$ cat config.mk
export PLATFORM = sky130hd
export DESIGN_NAME = truth_table_extractor_flat
export DESIGN_NICKNAME = d
export VERILOG_FILES = /design/src/rtl/truth_table_extractor_if.sv /design/src/rtl/truth_table_extractor.sv /design/src/flat_wrapper.sv
export SDC_FILE = /design/constraint.sdc
export NUM_CORES = 1
export LEC_CHECK = 0
export ABC_AREA = 1
export ABC_CLOCK_PERIOD_IN_PS = 2800
export CAP_MARGIN = 15
export CORE_MARGIN = 2
export CORE_UTILIZATION = 50
export CTS_CLUSTER_DIAMETER = 150
export DETAILED_ROUTE_END_ITERATION = 7
export PLACE_DENSITY = 0.82
export SYNTH_ARGS = -nofsm -noshare
export SYNTH_HDL_FRONTEND = slang
export SYNTH_SLANG_ARGS = --single-unit
$ cat constraint.sdc
create_clock -name clk -period 2.8 [get_ports clk]
set_input_delay 0.7 -clock clk [delete_from_list [all_inputs] [get_ports clk]]
set_output_delay 0.7 -clock clk [all_outputs]
set_load 0.02 [all_outputs]
$ cat src/rtl/truth_table_extractor_if.sv
// Probe/sample bus between the truth-table sweeper and the function under test.
interface truth_table_extractor_if #(
    parameter int unsigned N_INPUTS = 5
) ();
    localparam int unsigned MASK_W = 1 << N_INPUTS;

    logic                  start;
    logic                  f_in;
    logic [MASK_W-1:0]     expected_mask;
    logic [N_INPUTS-1:0]   probe;
    logic                  busy;
    logic                  done;
    logic [MASK_W-1:0]     minterm_mask;
    logic [N_INPUTS:0]     minterm_count;
    logic                  match;

    modport master (
        output start, f_in, expected_mask,
        input  probe, busy, done, minterm_mask, minterm_count, match
    );

    modport slave (
        input  start, f_in, expected_mask,
        output probe, busy, done, minterm_mask, minterm_count, match
    );
endinterface

$ cat src/rtl/truth_table_extractor.sv
// Sweeps every input combination of a combinational function, records its
// minterm mask and popcount, and compares the mask against a reference.
module truth_table_extractor #(
    parameter int unsigned N_INPUTS      = 5,
    parameter int unsigned SETTLE_CYCLES = 2
) (
    input  logic                    clk,
    input  logic                    rst,
    truth_table_extractor_if.slave  bus
);
    localparam int unsigned MASK_W = 1 << N_INPUTS;
    localparam int unsigned CNT_W  = N_INPUTS + 1;
    localparam int unsigned SET_W  = 4;

    localparam logic [N_INPUTS-1:0] PROBE_LAST  = '1;
    localparam logic [SET_W-1:0]    SETTLE_LAST = SET_W'(SETTLE_CYCLES - 1);

    typedef enum logic [1:0] {
        S_IDLE,
        S_SETTLE,
        S_SAMPLE,
        S_DONE
    } state_t;

    state_t              state_q,  state_d;
    logic [N_INPUTS-1:0] probe_q,  probe_d;
    logic [SET_W-1:0]    settle_q, settle_d;
    logic [MASK_W-1:0]   mask_q,   mask_d;
    logic [CNT_W-1:0]    count_q,  count_d;
    logic                match_q,  match_d;
    logic                busy_q,   busy_d;
    logic                done_q,   done_d;

    // State and registered outputs
    always_ff @(posedge clk) begin
        if (rst) begin
            state_q  <= S_IDLE;
            probe_q  <= '0;
            settle_q <= '0;
            mask_q   <= '0;
            count_q  <= '0;
            match_q  <= 1'b0;
            busy_q   <= 1'b0;
            done_q   <= 1'b0;
        end else begin
            state_q  <= state_d;
            probe_q  <= probe_d;
            settle_q <= settle_d;
            mask_q   <= mask_d;
            count_q  <= count_d;
            match_q  <= match_d;
            busy_q   <= busy_d;
            done_q   <= done_d;
        end
    end

    // Next-state and next-output logic
    always_comb begin
        state_d  = state_q;
        probe_d  = probe_q;
        settle_d = settle_q;
        mask_d   = mask_q;
        count_d  = count_q;
        match_d  = match_q;

        case (state_q)
            S_IDLE: begin
                if (bus.start) begin
                    state_d  = S_SETTLE;
                    probe_d  = '0;
                    settle_d = '0;
                    mask_d   = '0;
                    count_d  = '0;
                    match_d  = 1'b0;
                end
            end
            S_SETTLE: begin
                settle_d = settle_q + SET_W'(1);
                if (settle_q == SETTLE_LAST) begin
                    state_d = S_SAMPLE;
                end
            end
            S_SAMPLE: begin
                mask_d[probe_q] = bus.f_in;
                count_d         = count_q + CNT_W'(bus.f_in);
                // Probe stops at all-ones rather than wrapping back to zero
                if (probe_q == PROBE_LAST) begin
                    state_d = S_DONE;
                end else begin
                    state_d  = S_SETTLE;
                    probe_d  = probe_q + N_INPUTS'(1);
                    settle_d = '0;
                end
            end
            S_DONE: begin
                match_d = (mask_q == bus.expected_mask);
                state_d = S_IDLE;
            end
            default: begin
                state_d = S_IDLE;
            end
        endcase

        busy_d = (state_d != S_IDLE);
        done_d = (state_d == S_DONE);
    end

    assign bus.probe         = probe_q;
    assign bus.busy          = busy_q;
    assign bus.done          = done_q;
    assign bus.minterm_mask  = mask_q;
    assign bus.minterm_count = count_q;
    assign bus.match         = match_q;
endmodule

$ cat src/flat_wrapper.sv
// flat-port wrapper written by rule: the top's interface ports become plain ports
module truth_table_extractor_flat 
#(
    parameter int unsigned N_INPUTS      = 5,
    parameter int unsigned SETTLE_CYCLES = 2
)
  (clk, rst, bus_start, bus_f_in, bus_expected_mask, bus_probe, bus_busy, bus_done, bus_minterm_mask, bus_minterm_count, bus_match);
  truth_table_extractor_if #(.N_INPUTS(N_INPUTS)) bus_i ();
  input  logic clk;
  input  logic rst;
  input wire logic [$bits(bus_i.start)-1:0] bus_start;
  input wire logic [$bits(bus_i.f_in)-1:0] bus_f_in;
  input wire logic [$bits(bus_i.expected_mask)-1:0] bus_expected_mask;
  output wire logic [$bits(bus_i.probe)-1:0] bus_probe;
  output wire logic [$bits(bus_i.busy)-1:0] bus_busy;
  output wire logic [$bits(bus_i.done)-1:0] bus_done;
  output wire logic [$bits(bus_i.minterm_mask)-1:0] bus_minterm_mask;
  output wire logic [$bits(bus_i.minterm_count)-1:0] bus_minterm_count;
  output wire logic [$bits(bus_i.match)-1:0] bus_match;
  assign bus_i.start = bus_start;
  assign bus_i.f_in = bus_f_in;
  assign bus_i.expected_mask = bus_expected_mask;
  assign bus_probe = bus_i.probe;
  assign bus_busy = bus_i.busy;
  assign bus_done = bus_i.done;
  assign bus_minterm_mask = bus_i.minterm_mask;
  assign bus_minterm_count = bus_i.minterm_count;
  assign bus_match = bus_i.match;
  truth_table_extractor #(.N_INPUTS(N_INPUTS), .SETTLE_CYCLES(SETTLE_CYCLES)) u_core (.clk(clk), .rst(rst), .bus(bus_i));
endmodule
# After elaboration in Yosys (flattened, before gate mapping)
# Cells that the tools add are included.
# Widths: inputs -> output; s select.
dict set report classes {
  n_addsub 3
  order_cmp 2
  n_eq_ne 9
  mux 19
  n_reduce_logical 10
}
# op n
set ops {}
lappend ops {{$pmux 32 s2} 1}
lappend ops {{$bwmux 32} 1}
lappend ops {{$eq 32x32->1} 1}
lappend ops {{$mux 32} 1}
lappend ops {{$pmux 4 s3} 1}
lappend ops {{$pmux 6 s2} 1}
lappend ops {{$mux 5} 2}
lappend ops {{$pmux 5 s2} 1}
lappend ops {{$mux 4} 2}
lappend ops {{$pmux 2 s4} 1}
lappend ops {{$add 6x1->6} 1}
lappend ops {{$eq 2x2->1 const B} 3}
lappend ops {{$lt 5x6->1 const B} 1}
lappend ops {{$mux 2} 3}
lappend ops {{$mux 6} 1}
lappend ops {{$reduce_and 3->1} 2}
lappend ops {{$reduce_bool 2->1} 3}
lappend ops {{$add 5x1->5 const B} 1}
lappend ops {{$demux 1 s5} 1}
lappend ops {{$eq 5x5->1 const B} 1}
lappend ops {{$ge 5x1->1 const B} 1}
lappend ops {{$add 4x1->4 const B} 1}
lappend ops {{$eq 4x1->1 const B} 1}
lappend ops {{$ne 2x2->1 const B} 2}
lappend ops {{other kinds (7)} 9}
dict set report totals {
  regBits 52
  input_bits 36
  elab_cells 51
}

# Depth between registers and ports, before layout
# Gate-level depths: netlist of the first run.
dict set report logic_depth {
  word_depth 6
  ltp_mapped 10
  mapped_depth_nobuf 10
}

# Worst setup path before layout of the first run
# OpenSTA, ideal clock, no wires.
dict set report synth_path {
  kind {input -> register}
  from {in bus_start}
  to {reg u_core.mask_q[31] (netlist: u_core.bus.minterm_mask[31])}
  setup_time_ns 0.138
  t_arrival_ns 1.530
  required_time_ns 2.662
  path_slack_ns 1.133
  stages 6
  n_path_buf 1
  cell_sequence {inv_1 -> nor3_1 -> inv_2 -> buf_2 -> a21oi_1 -> a211oi_1}
}
dict set report synth_via {
  elab_chain_cells 2
}
# element line_no
set synth_rtl {}
lappend synth_rtl {{from (decl)} flat_wrapper.sv:11} ;# input wire logic [$bits(bus_i.start)-1:0] bus_start;
lappend synth_rtl {{$ne 2x2->1 (no line)} -}
lappend synth_rtl {{$reduce_and 2->1 (no line)} -}
lappend synth_rtl {{to (signal assigned)} truth_table_extractor.sv:49} ;# mask_q <= mask_d;
lappend synth_rtl {{to (decl)} truth_table_extractor.sv:28} ;# logic [MASK_W-1:0] mask_q, mask_d;
# No other way between the ends.
# A chain may end at the register's enable or synchronous reset.

# Worst setup path after layout of the first run
dict set report layout_path {
  from {reg u_core.probe_q[3] (netlist: u_core.bus.probe[3])}
  to {out bus_probe[3]}
}
# element line_no
set layout_lines {}
lappend layout_lines {{from (decl)} truth_table_extractor.sv:26} ;# logic [N_INPUTS-1:0] probe_q, probe_d;
lappend layout_lines {{from (signal assigned)} truth_table_extractor.sv:47} ;# probe_q <= probe_d;
lappend layout_lines {{to (decl)} flat_wrapper.sv:14} ;# output wire logic [$bits(bus_i.probe)-1:0] bus_probe;
# No word-level cell between the ends.

==> results of run 1 <==
-- logic make-up (layout without fill, tap and decap cells) --
kind of cell / Yosys count / after routing / share of synthesized area
AND/OR/NAND/NOR: 183 / 183 / 0.262
AO/OA/AOI/OAI: 92 / 92 / 0.195
buffers and inverters: 87 / 167 / 0.115
flip-flops: 52 / 52 / 0.364
adder cells (fa/ha/maj): 9 / 9 / 0.0394
XOR/XNOR: 8 / 8 / 0.0245
-- cells in the mapped netlist (all sizes together) --
| cell | instances |
|---|---|
| nand3 | 12 |
| xnor2 | 7 |
| buf | 3 |
| o22ai | 4 |
| a211oi | 33 |
| o31ai | 1 |
| o21ai | 11 |
| o2111ai | 1 |
| xor2 | 1 |
| a21oi | 42 |
| nand2 | 97 |
| nor3 | 4 |
| clkbuf | 9 |
| nor2 | 59 |
| and3 | 1 |
| inv | 75 |
| or2 | 2 |
| dfxtp | 52 |
| ha | 9 |
| nand4 | 6 |
| nor3b | 2 |
-- routing by layer --
metal / GRT usage / vias up / wire length (um)
met5: 0 / - / 0
met4: 0.0741 / 0 / 102
met3: 0.0452 / 13 / 489
met2: 0.423 / 83 / 3550
met1: 0.299 / 1355 / 3280
li1: - / 1550 / -
-- layout make-up --
type	instances	area, um2	area share
multi-input combinational	292	1490	0.390
sequential	52	1040	0.272
tap	72	90.1	0.0236
clock buffer	6	72.6	0.0190
inverter	75	282	0.0736
clock inverter	2	16.3	0.00425
timing repair buffer	84	833	0.218
-- state kept, by name (all words and copies together), names as in the netlist --
| signal | count |
|---|---|
| u_core.bus.probe | 5 |
| u_core.state_q | 2 |
| u_core.bus.minterm_count | 6 |
| u_core.bus.match | 1 |
| u_core.bus.minterm_mask | 32 |
| u_core.bus.busy | 1 |
| u_core.bus.done | 1 |
| u_core.settle_q | 4 |
-- worst max-delay path by stage --
stage,endpoint,slack [ps],cells after the start
after floorplan,u_core.bus.minterm_mask[31],1130,6
after global placement,u_core.bus.minterm_mask[25],570,8
after detailed placement,u_core.bus.minterm_mask[25],530,8
after CTS,bus_probe[3],590,1
after global routing,bus_probe[3],550,1
final,bus_probe[3],600,1
-- through the flow --
stage / instance area [um2] / instances
2_1_floorplan: 2860 / 431
6_report: 3820 / 583
3_5_place_dp: 3740 / 575
4_1_cts: 3820 / 583
5_1_grt: 3820 / 583
3_3_place_gp: 3740 / 575
-- power groups by stage --
| stage | sequential, W | clock, W | combinational [W] |
|---|---|---|---|
| 2_1_floorplan | 0.000770 | 0 | 0.0000872 |
| 3_3_place_gp | 0.000767 | 0 | 0.000165 |
| 3_5_place_dp | 0.000768 | 0 | 0.000169 |
| 4_1_cts | 0.000750 | 0.000433 | 0.000170 |
| 5_1_grt | 0.000751 | 0.000460 | 0.000189 |
| 6_report | 0.000750 | 0.000427 | 0.000170 |
==> out/summary.md, run 1 <==
The flow ran to the end, and the final reports show no timing, DRC or antenna violations. Summed over all nets, the switching power comes to 0.000345 W. Number of global-route vias before repair: 2773. The total track usage was 0.242. 0 antenna diodes ended up in the layout. The endpoint of the worst-slack reg-to-reg timing path was u_core.settle_q[2].

The switching power as a share of total power was 0.256; the final wirelength was 7.41 mm. The logs give 476 for the net count after synthesis and 0.00135 W for the power consumption. The die is 79.7 um tall. In this run, the number of DRC markers left after iteration 0 of detailed routing was 213. The startpoint of the worst setup timing path is u_core.bus.probe[3].

The library cells used most frequently in the layout, excluding fill and tap cells, are 96 x nand2_1, 81 x clkdlybuf4s50_1, 74 x inv_1, 57 x nor2_1, 52 x dfxtp_1. Share of total power in combinational logic: 0.126. The die covers 0.00634 mm2. The sort of element at the end of the critical path was an output pin. Timing analysis after detailed placement gives a worst setup slack of 533 ps. Clock insertion delay at the later pin of the skew report: 310 ps. In this run the static leakage power is 1.48 nW. Gates resized during post-CTS repair numbered 0. The power share of the clock group was 0.317. Port buffering added 81 buffers. The most common cell after layout, fill and taps aside was nand2_1.

Setup repair after global routing left no endpoint under its margin. The clock transition at the register clock pins on the worst setup and hold paths after CTS was 100 ps. The congestion estimate from routability-driven global placement came to 0.882. The tree is rooted in a clkbuf_8. The largest individual stage delay along the critical path comes from the cell clkdlybuf4s50_1. For this design the ratio of total power to cell area is 352 mW/mm2. Clock skew on the completed layout was measured at 14.9 ps. After routing, the total negative slack on setup checks comes to 0 ps. The largest total area in the synthesized netlist belongs to dfxtp_1. The internal power of the cells totals 0.00100 W. The fraction of post-synthesis cell area in the top cell type by area is 0.364. During synthesis, Yosys emitted a total of 0 warnings.

The number of rows in the core area was 27; the detailed-route vias per instance was 5.15. For the number of remaining DRC errors, the log shows 0. The transition time at the pin with the least slew margin was 907 ps; the highest fanout seen on the critical path was 8. The launch point of the worst reg-to-reg path is u_core.bus.probe[0]. The count of pins over their slew limit is 0. The number of failing hold endpoints at the final stage came out at 0. Counting flops and latches in the post-synthesis netlist gives 52. Number of instances on the worst hold path: 2. TritonCTS built the clock tree. 82 I/O pins were placed.

In this run the most critical hold path is launched from u_core.bus.minterm_count[0]. The run gives 4 as the total iterations of the first detailed-routing run. Derived from the worst setup path, the maximum achievable clock frequency is 0.454 GHz. The required time reported for the critical path endpoint was 2100 ps. The worst-case setup margin in the final layout was 596 ps. Measured in cells, the most critical reg-to-reg path has a length of 8.

The fraction of layout cells with a size suffix above 1 was 0.0313; the post-detailed-placement half-perimeter wirelength was 5.77 mm. The post-synthesis instance total is 431. The first global-routing pass estimated 12.3 mm of wire. The number of distinct library cell variants in the gate-level netlist after synthesis is 27.

The run gives 0 as the initial antenna violation count. The worst setup path is launched from a flip-flop. In this run, post-CTS hold repair placed 0 buffers. The run gives 0.557 as the power share of the sequential group. The critical path buffer and inverter count was 1; the routed via count was 3001. The post-layout minimum cycle time came out at 2200 ps. A synthesized cell averages 6.64 um2. The worst hold-check slack was 495 ps; the maximum buffer depth of the clock tree was 2.

Yosys attributes the largest share of cell area to dfxtp_1 36%, nand2_1 13%, inv_1 9.7%. The final layout contains 555 nets. The core region is 0.00551 mm2. The layout has 470 filler cells. The post-detailed-route wirelength per cell is 12.7 um.

The final global-route overflow total was 0; the H-tree level count was 2. The portion of the clock cycle consumed by the worst path in the final layout is 0.787, and the worst path arrival time is 1500 ps. Across all register-to-register paths, the minimum setup slack is 1040 ps. The count of endpoints failing setup in the final report is 0. The sequential cell area fraction in the yosys report was 0.364; the buffers inserted during post-CTS setup optimization was 0. IR analysis of the VDD net gives a maximum drop of 0.299 mV. Entering global routing, the biggest net connects 36 pins. The signal on the critical path passes through clkdlybuf4s50_1.

The run gives 0.695 as the final core utilization. The remaining antenna violation count after routing is 0. The largest stage delay on the critical path is 690 ps, and the count of max-cap constraint violations is 0. The critical path start-end classification is flip-flop to output pin.

Starting density of the core: 0.520. The synthesized netlist occupies a cell area of 0.00286 mm2. Clock tree synthesis found a total of 52 sinks. For hold timing, the worst endpoint is u_core.bus.minterm_count[0]. Grouping stages by cell kind, the critical path spends the most delay in buffers and inverters.

TritonCTS created 5 clock buffers. Compared with the post-synthesis result, the final layout area differs by 33.7%. The run gives 0.395 as the headroom to the max-slew limit. The die is 79.7 um wide. Type of the worst min-delay path: flip-flop to flip-flop.
No activity file was read; power rests on OpenSTA's default activity.
==> run 2: changes to the inputs <==
Settings changed: ABC_CLOCK_PERIOD_IN_PS 2800 to 2200, CORE_UTILIZATION 50 to 48, PLACE_DENSITY 0.82 to 0.8.
Clock period 2.8 ns to 2.2 ns, I/O delays scaled along.
==> run 2 against run 1 <==
Compared with the run above:
- clock skew decreased by 5.8 ps
- first-iteration DRC count decreased by 19%
- sequential share of layout area decreased by 0.31 points
- critical endpoint is now bus_probe[4]
- global-route usage decreased by 0.49 points
- clock power increased by 62%
- highest routed layer unchanged
- final cell count increased by 0.69%
- final area increased by 1.1%
- wire length increased by 1.0%
- total power increased by 39%
- register-to-register slack got worse by 550 ps
==> out/summary.md, run 2 (synthesized netlist as in run 1, its figures left out) <==
The flow ran to the end, and the final reports show no timing, DRC or antenna violations. The routed via count is 2996 (was 3001), and the fraction of layout cells with a size suffix above 1 is 0.0352 (was 0.0313). Highest fanout seen on the critical path: 8 (unchanged). The port buffer count works out to 81 (unchanged). The clock transition at the register clock pins on the worst setup and hold paths after CTS came out at 100 ps (about the same).

The post-detailed-route wirelength per cell works out to 12.8 um (was 12.7 um). The detailed-route vias per instance is 5.10 (was 5.15), and the post-layout minimum cycle time is 2020 ps. The remaining antenna violation count after routing came out at 0 (unchanged).

The top cell family by delay on the critical path was buffers and inverters (unchanged). The number of rows in the core area came out at 28 (was 27). The type of the worst min-delay path is flip-flop to flip-flop (unchanged). The number of failing hold endpoints at the final stage is 0 (unchanged), and the global placer's final weighted congestion is 0.812 (was 0.882).

Total iterations of the first detailed-routing run: 4 (unchanged). For this run, the top clock speed supported by timing is 0.494 GHz. The startpoint type of the worst setup path was a flip-flop (unchanged).

For the number of buffers added by the clock tree synthesis step, the log shows 5 (unchanged). Cells traversed along the worst timing path: clkdlybuf4s50_1 (unchanged). The run gives 1.51 nW (was 1.48 nW) as the leakage component of the power. The final wirelength was 7.49 mm (was 7.41 mm).

The tools report the maximum buffer depth of the clock tree as 2 (unchanged). The tools report the pre-CTS setup slack as 111 ps (was 533 ps). The starting density of the core was 0.489 (was 0.520).

The count of max-cap constraint violations was 0 (unchanged). Sort of element at the end of the critical path: an output pin (unchanged). Endpoint of the worst-slack reg-to-reg timing path: u_core.settle_q[2] (unchanged). The portion of the clock cycle consumed by the worst path in the final layout works out to 0.919. The final global-route overflow total is 0 (unchanged). The master of the slowest instance on the critical path is clkdlybuf4s50_1 (unchanged).

The run gives 490 ps (was 1040 ps) as the worst reg-to-reg setup slack. The tools report the startpoint of the worst setup timing path as u_core.bus.probe[4] (was u_core.bus.probe[3]). The I/O pin count came out at 82 (unchanged). The layout overhead on the synthesized area is 35.2% (was 33.7%). Critical path start-end classification: flip-flop to output pin (unchanged).

Y dimension of the die: 81.2 um (was 79.7 um). For the core area, the log shows 0.00585 mm2 (was 0.00551 mm2). For the final-layout setup total negative slack, the log shows 0 ps (unchanged).

The transition time at the pin with the least slew margin was 952 ps (was 907 ps); the worst-case setup margin in the final layout was 177 ps (was 596 ps). The clock insertion delay at the later pin of the skew report is 310 ps (about the same), and the wire length of the first global-routing pass is 12.3 mm (about the same). For the number of global-route vias before repair, the log shows 2744 (was 2773). For the final worst clock skew, the log shows 9.14 ps (was 14.9 ps). Most common cell after layout, fill and taps aside: nand2_1 (unchanged). Worst reg2reg path depth: 8 (unchanged). The largest stage delay on the critical path came out at 670 ps (was 690 ps).

The number of nets in the final layout is 556 (was 555), and the power consumption is 0.00187 W (was 0.00135 W). The tools report the launch point of the worst reg-to-reg path as u_core.bus.probe[0] (unchanged). The flip-flop count of the largest register after layout was 32 (unchanged). The tools report the final-layout fill cell count as 512 (was 470).

Most frequent cells in the layout: 96 x nand2_1, 81 x clkdlybuf4s50_1, 74 x inv_1, 57 x nor2_1, 52 x dfxtp_1 (unchanged). TritonCTS built the clock tree. The run gives 0 (unchanged) as the count of pins over their slew limit. The total track usage was 0.237 (was 0.242). Area of the die: 0.00660 mm2 (was 0.00634 mm2). The clock root buffer was clkbuf_8 (unchanged). Setup repair after global routing left no endpoint under its margin. The largest vdd supply drop was 0.400 mV (was 0.299 mV). The tools report the number of gates given a new drive strength after cts as 0 (unchanged). The initial antenna violation count is 0 (unchanged). For the number of buffers inserted for hold repair after clock tree synthesis, the log shows 0 (unchanged). The H-tree level count is 2 (unchanged), and the headroom to the max-slew limit is 0.365 (was 0.395). The number of gates on the worst path with buffers counted was 1 (unchanged); the required time reported for the critical path endpoint was 1650 ps (was 2100 ps). Pin count of the biggest net entering global routing: 35 (was 36). The number of remaining DRC errors came out at 0 (unchanged).

The destination of the critical timing path was bus_probe[4] (was bus_probe[3]). The worst path arrival time came out at 1470 ps (was 1500 ps). The tools report the first-iteration detailed-routing DRC count as 172 (was 213). Floorplan die width: 81.2 um (was 79.7 um). The number of diodes was 0 (unchanged).

The clock sink total was 52 (unchanged). The post-detailed-placement half-perimeter wirelength was 5.65 mm (was 5.77 mm); the power density relative to cell area was 483 mW/mm2 (was 352 mW/mm2). The tools report the buffers inserted during post-CTS setup optimization as 0 (unchanged). The tools report the count of endpoints failing setup in the final report as 0 (unchanged).

Critical path buffer and inverter count: 1 (unchanged).
-- run 2: worst min path at each step --
stage / startpoint / endpoint / slack, ps / depth (start not counted)
after floorplan: u_core.settle_q[1] / u_core.settle_q[1] / 470 / 2
after global placement: u_core.bus.match / u_core.bus.match / 470 / 2
after detailed placement: u_core.bus.match / u_core.bus.match / 480 / 2
after CTS: u_core.bus.minterm_count[5] / u_core.bus.minterm_count[5] / 500 / 2
after global routing: u_core.bus.minterm_count[5] / u_core.bus.minterm_count[5] / 520 / 2
final: u_core.bus.match / u_core.bus.match / 500 / 2
-- run 2: layer usage --
layer  GRT usage  vias to the layer above  routed length, um
li1            -                     1547                  -
met1       0.298                     1350               3320
met2       0.413                       91               3630
met3      0.0422                        8                454
met4      0.0695                        0                 84
met5           0                        -                  0
-- run 2: power by group --
group,internal [W],switching [W],leakage [nW]
Clock,0.000372,0.000321,0.0614
Combinational,0.000102,0.000116,1.02
Sequential,0.000948,0.00000727,0.419
-- run 2: final cells by class --
cell class,instances,area (um2),area share
Sequential cell,52,1040,0.269
Tap cell,75,93.8,0.0243
Inverter,75,282,0.0728
Clock inverter,2,38.8,0.0100
Timing Repair Buffer,85,841,0.217
Clock buffer,6,82.6,0.0213
Multi-Input combinational cell,292,1490,0.385
-- run 2: metrics by stage --
step,instances,instance area (um2),utilization,hold slack [ps]
finish,587,3870,0.661,496
global route,587,3870,0.661,520
CTS,587,3870,0.661,497
detailed placement,579,3750,0.641,478
global placement,579,3750,0.641,465
floorplan,431,2860,-,470
==> run 3: changes to the inputs <==
Settings changed: CORE_MARGIN 2 to 4, CORE_UTILIZATION 48 to 50, DONT_BUFFER_PORTS set to 1, PLACE_DENSITY 0.8 to 0.64, SKIP_LAST_GASP set to 1.
==> run 3 against run 2 <==
Compared with the run above:
- worst setup slack gained 320 ps
- global-route usage shrank 3.1 points
- wire length shrank 5.1%
- utilization shrank 11 points
- sequential share of layout area grew 7.4 points
- critical path depth grew 6
- clock-buffer cell count grew 2
- worst hold slack lost 180 ps
- combinational power shrank 43%
- via count shrank 13%
- clock skew shrank 1.7 ps
- fmax grew 19%
- critical path type is now flip-flop to flip-flop
==> out/summary.md, run 3 (synthesized netlist as in run 1, its figures left out) <==
For the wire length of the first global-routing pass, the log shows 11.8 mm (was 12.3 mm). The number of diodes was 0 (unchanged); the clock transition at the register clock pins on the worst setup and hold paths after CTS was 90 ps (was 100 ps). The run gives 0.000391 W (was 0.000444 W) as the switching power summed over all nets. The power density relative to cell area was 541 mW/mm2 (was 483 mW/mm2); the I/O pin count was 82 (unchanged). The most common cell after layout, fill and taps aside is nand2_1 (unchanged). Final design area excluding fillers: 0.00303 mm2 (was 0.00387 mm2).

Critical path start-end classification: flip-flop to flip-flop (was flip-flop to output pin). The highest fanout seen on the critical path is 7 (was 8). The clock sink total is 52 (unchanged), and the routed via count is 2605 (was 2996). The maximum buffer depth of the clock tree came out at 2 (unchanged). Pin count of the biggest net entering global routing: 43 (was 35).

The total track usage is 0.205 (was 0.237). Fraction of layout cells with a size suffix above 1: 0.0394 (was 0.0352). The tools report the buffers inserted during post-CTS setup optimization as 0 (unchanged).

The switching power as a share of total power came out at 0.239 (was 0.238). The power share of the clock group came out at 0.339 (was 0.371). Detailed-route vias per instance: 5.17 (was 5.10). The run gives 0 (unchanged) as the number of remaining DRC errors. The run gives 4 (unchanged) as the total iterations of the first detailed-routing run. The portion of the clock cycle consumed by the worst path in the final layout was 0.775 (was 0.919); the remaining antenna violation count after routing was 0 (unchanged).

The run gives 0.00104 mm2 (unchanged) as the sequential standard cell area. The core area is 0.00554 mm2 (was 0.00585 mm2). The global placer's final weighted congestion was 0.787 (was 0.812); the number of buffers added by the clock tree synthesis step was 5 (unchanged). The required time reported for the critical path endpoint is 2390 ps (was 1650 ps). For the headroom to the max-slew limit, the log shows 0.607 (was 0.365).

The floorplan die width was 83.7 um (was 81.2 um); the final core utilization was 0.547 (was 0.661). The clock root buffer was clkbuf_8 (unchanged). The post-layout minimum cycle time was 1710 ps (was 2020 ps); the first-iteration detailed-routing DRC count was 178 (was 172). The port buffer count works out to 0 (was 81). The leakage component of the power was 1.20 nW (was 1.51 nW); the number of nets in the final layout was 476 (was 556). The run gives 0 (unchanged) as the count of endpoints failing setup in the final report.

For the number of global-route vias before repair, the log shows 2457 (was 2744). The clock insertion delay at the later pin of the skew report is 300 ps (was 310 ps). The startpoint type of the worst setup path was a flip-flop (unchanged). The sort of element at the end of the critical path is a flip-flop (was an output pin). H-tree level count: 2 (unchanged).

The run gives 0.076 (was 0.117) as the share of total power in combinational logic. The run gives 0 (unchanged) as the initial antenna violation count. Setup repair after global routing left no endpoint under its margin.

The post-detailed-route wirelength per cell was 14.1 um (was 12.8 um). The final wirelength came out at 7.10 mm (was 7.49 mm). The tools report the largest vdd supply drop as 0.418 mV (was 0.400 mV). The type of the worst min-delay path was primary input to flip-flop (was flip-flop to flip-flop). The final-layout setup total negative slack is 0 ps (unchanged), and the starting density of the core is 0.516 (was 0.489). The area taken by multi-input logic gates was 0.00149 mm2 (unchanged); the worst path arrival time was 1900 ps (was 1470 ps). The number of failing hold endpoints at the final stage is 0 (unchanged). The number of gates given a new drive strength after cts was 0 (unchanged). The layout overhead on the synthesized area is 5.90% (was 35.2%), and the number of rows in the core area is 27 (was 28). The final worst clock skew came out at 7.47 ps (was 9.14 ps).

Most frequent cells in the layout: 96 x nand2_1, 74 x inv_1, 57 x nor2_1, 52 x dfxtp_1, 41 x a21oi_1 (was 96 x nand2_1, 81 x clkdlybuf4s50_1, 74 x inv_1, 57 x nor2_1, 52 x dfxtp_1). The tools report the power share of the sequential group as 0.585 (was 0.512). The transition time at the pin with the least slew margin came out at 588 ps (was 952 ps). The flow ran to the end, and the final reports show no timing, DRC or antenna violations. The count of pins over their slew limit was 0 (unchanged).

The number of buffers inserted for hold repair after clock tree synthesis is 0 (unchanged). The count of max-cap constraint violations was 0 (unchanged); the post-detailed-placement half-perimeter wirelength was 5.36 mm (was 5.65 mm). Instance area at placement: 0.00294 mm2 (was 0.00375 mm2). The final global-route overflow total was 0 (unchanged); the area of the die was 0.00700 mm2 (was 0.00660 mm2). The cell-internal power is 0.00125 W (was 0.00142 W).

The logs give 579 (was 512) for the final-layout fill cell count and 0.586 GHz (was 0.494 GHz) for the highest clock frequency the design can meet. TritonCTS built the clock tree. The flip-flop count of the largest register after layout was 32 (unchanged); the y dimension of the die was 83.7 um (was 81.2 um).
## run 3: cell types whose count changed in the layout (fill, tap and decap cells not counted)
cell	delta
bufinv_16	-1
clkinv_4	-1
clkdlybuf4s50_1	-81
buf_4	+1
clkbuf_1	+2
## run 3: critical path: stages (launching register included)
cell and delay, ps:
dfxtp_1 580, nand2_1 120, nor2_1 130, ha_1 190, nor2_2 90, a21oi_2 220, o21ai_0 120, nor3b_1 140
## run 3: routing by layer
layer,vias up,track usage,share of wire
met4,0,0.0556,0.013
met1,1141,0.254,0.43
li1,1385,-,-
met3,7,0.0563,0.069
met2,72,0.351,0.48
met5,-,0,0
## run 3: area by class of cell
type	count	area share
Inverter	75	0.0929
Multi-Input combinational cell	292	0.492
Clock buffer	8	0.0297
Sequential cell	52	0.344
Timing Repair Buffer	5	0.0124
Tap cell	72	0.0297
## run 3: through the flow
stage | cells | setup slack [ps] | power (W) | hold slack [ps]
global placement | 496 | 517 | 0.00110 | 490
finish | 504 | 495 | 0.00164 | 313
detailed placement | 496 | 503 | 0.00111 | 487
CTS | 504 | 487 | 0.00165 | 303
floorplan | 431 | 585 | 0.00109 | 470
global route | 504 | 318 | 0.00173 | 290
## run 3: final timing paths
path | startpoint | end | slack (ps) | cells past startpoint
min reg2reg | u_core.settle_q[1] | u_core.settle_q[1] | 500 | 2
max reg2reg | u_core.bus.probe[2] | u_core.settle_q[2] | 490 | 7
min | rst | u_core.bus.done | 310 | 1
max | u_core.bus.probe[2] | u_core.settle_q[2] | 490 | 7
## run 3: power by group through the flow
stage	Sequential (W)	Clock [W]	Combinational [W]
2_1_floorplan	0.000980	0	0.000111
3_3_place_gp	0.000980	0	0.000124
3_5_place_dp	0.000980	0	0.000126
4_1_cts	0.000958	0.000567	0.000126
5_1_grt	0.000960	0.000623	0.000144
6_report	0.000958	0.000555	0.000125
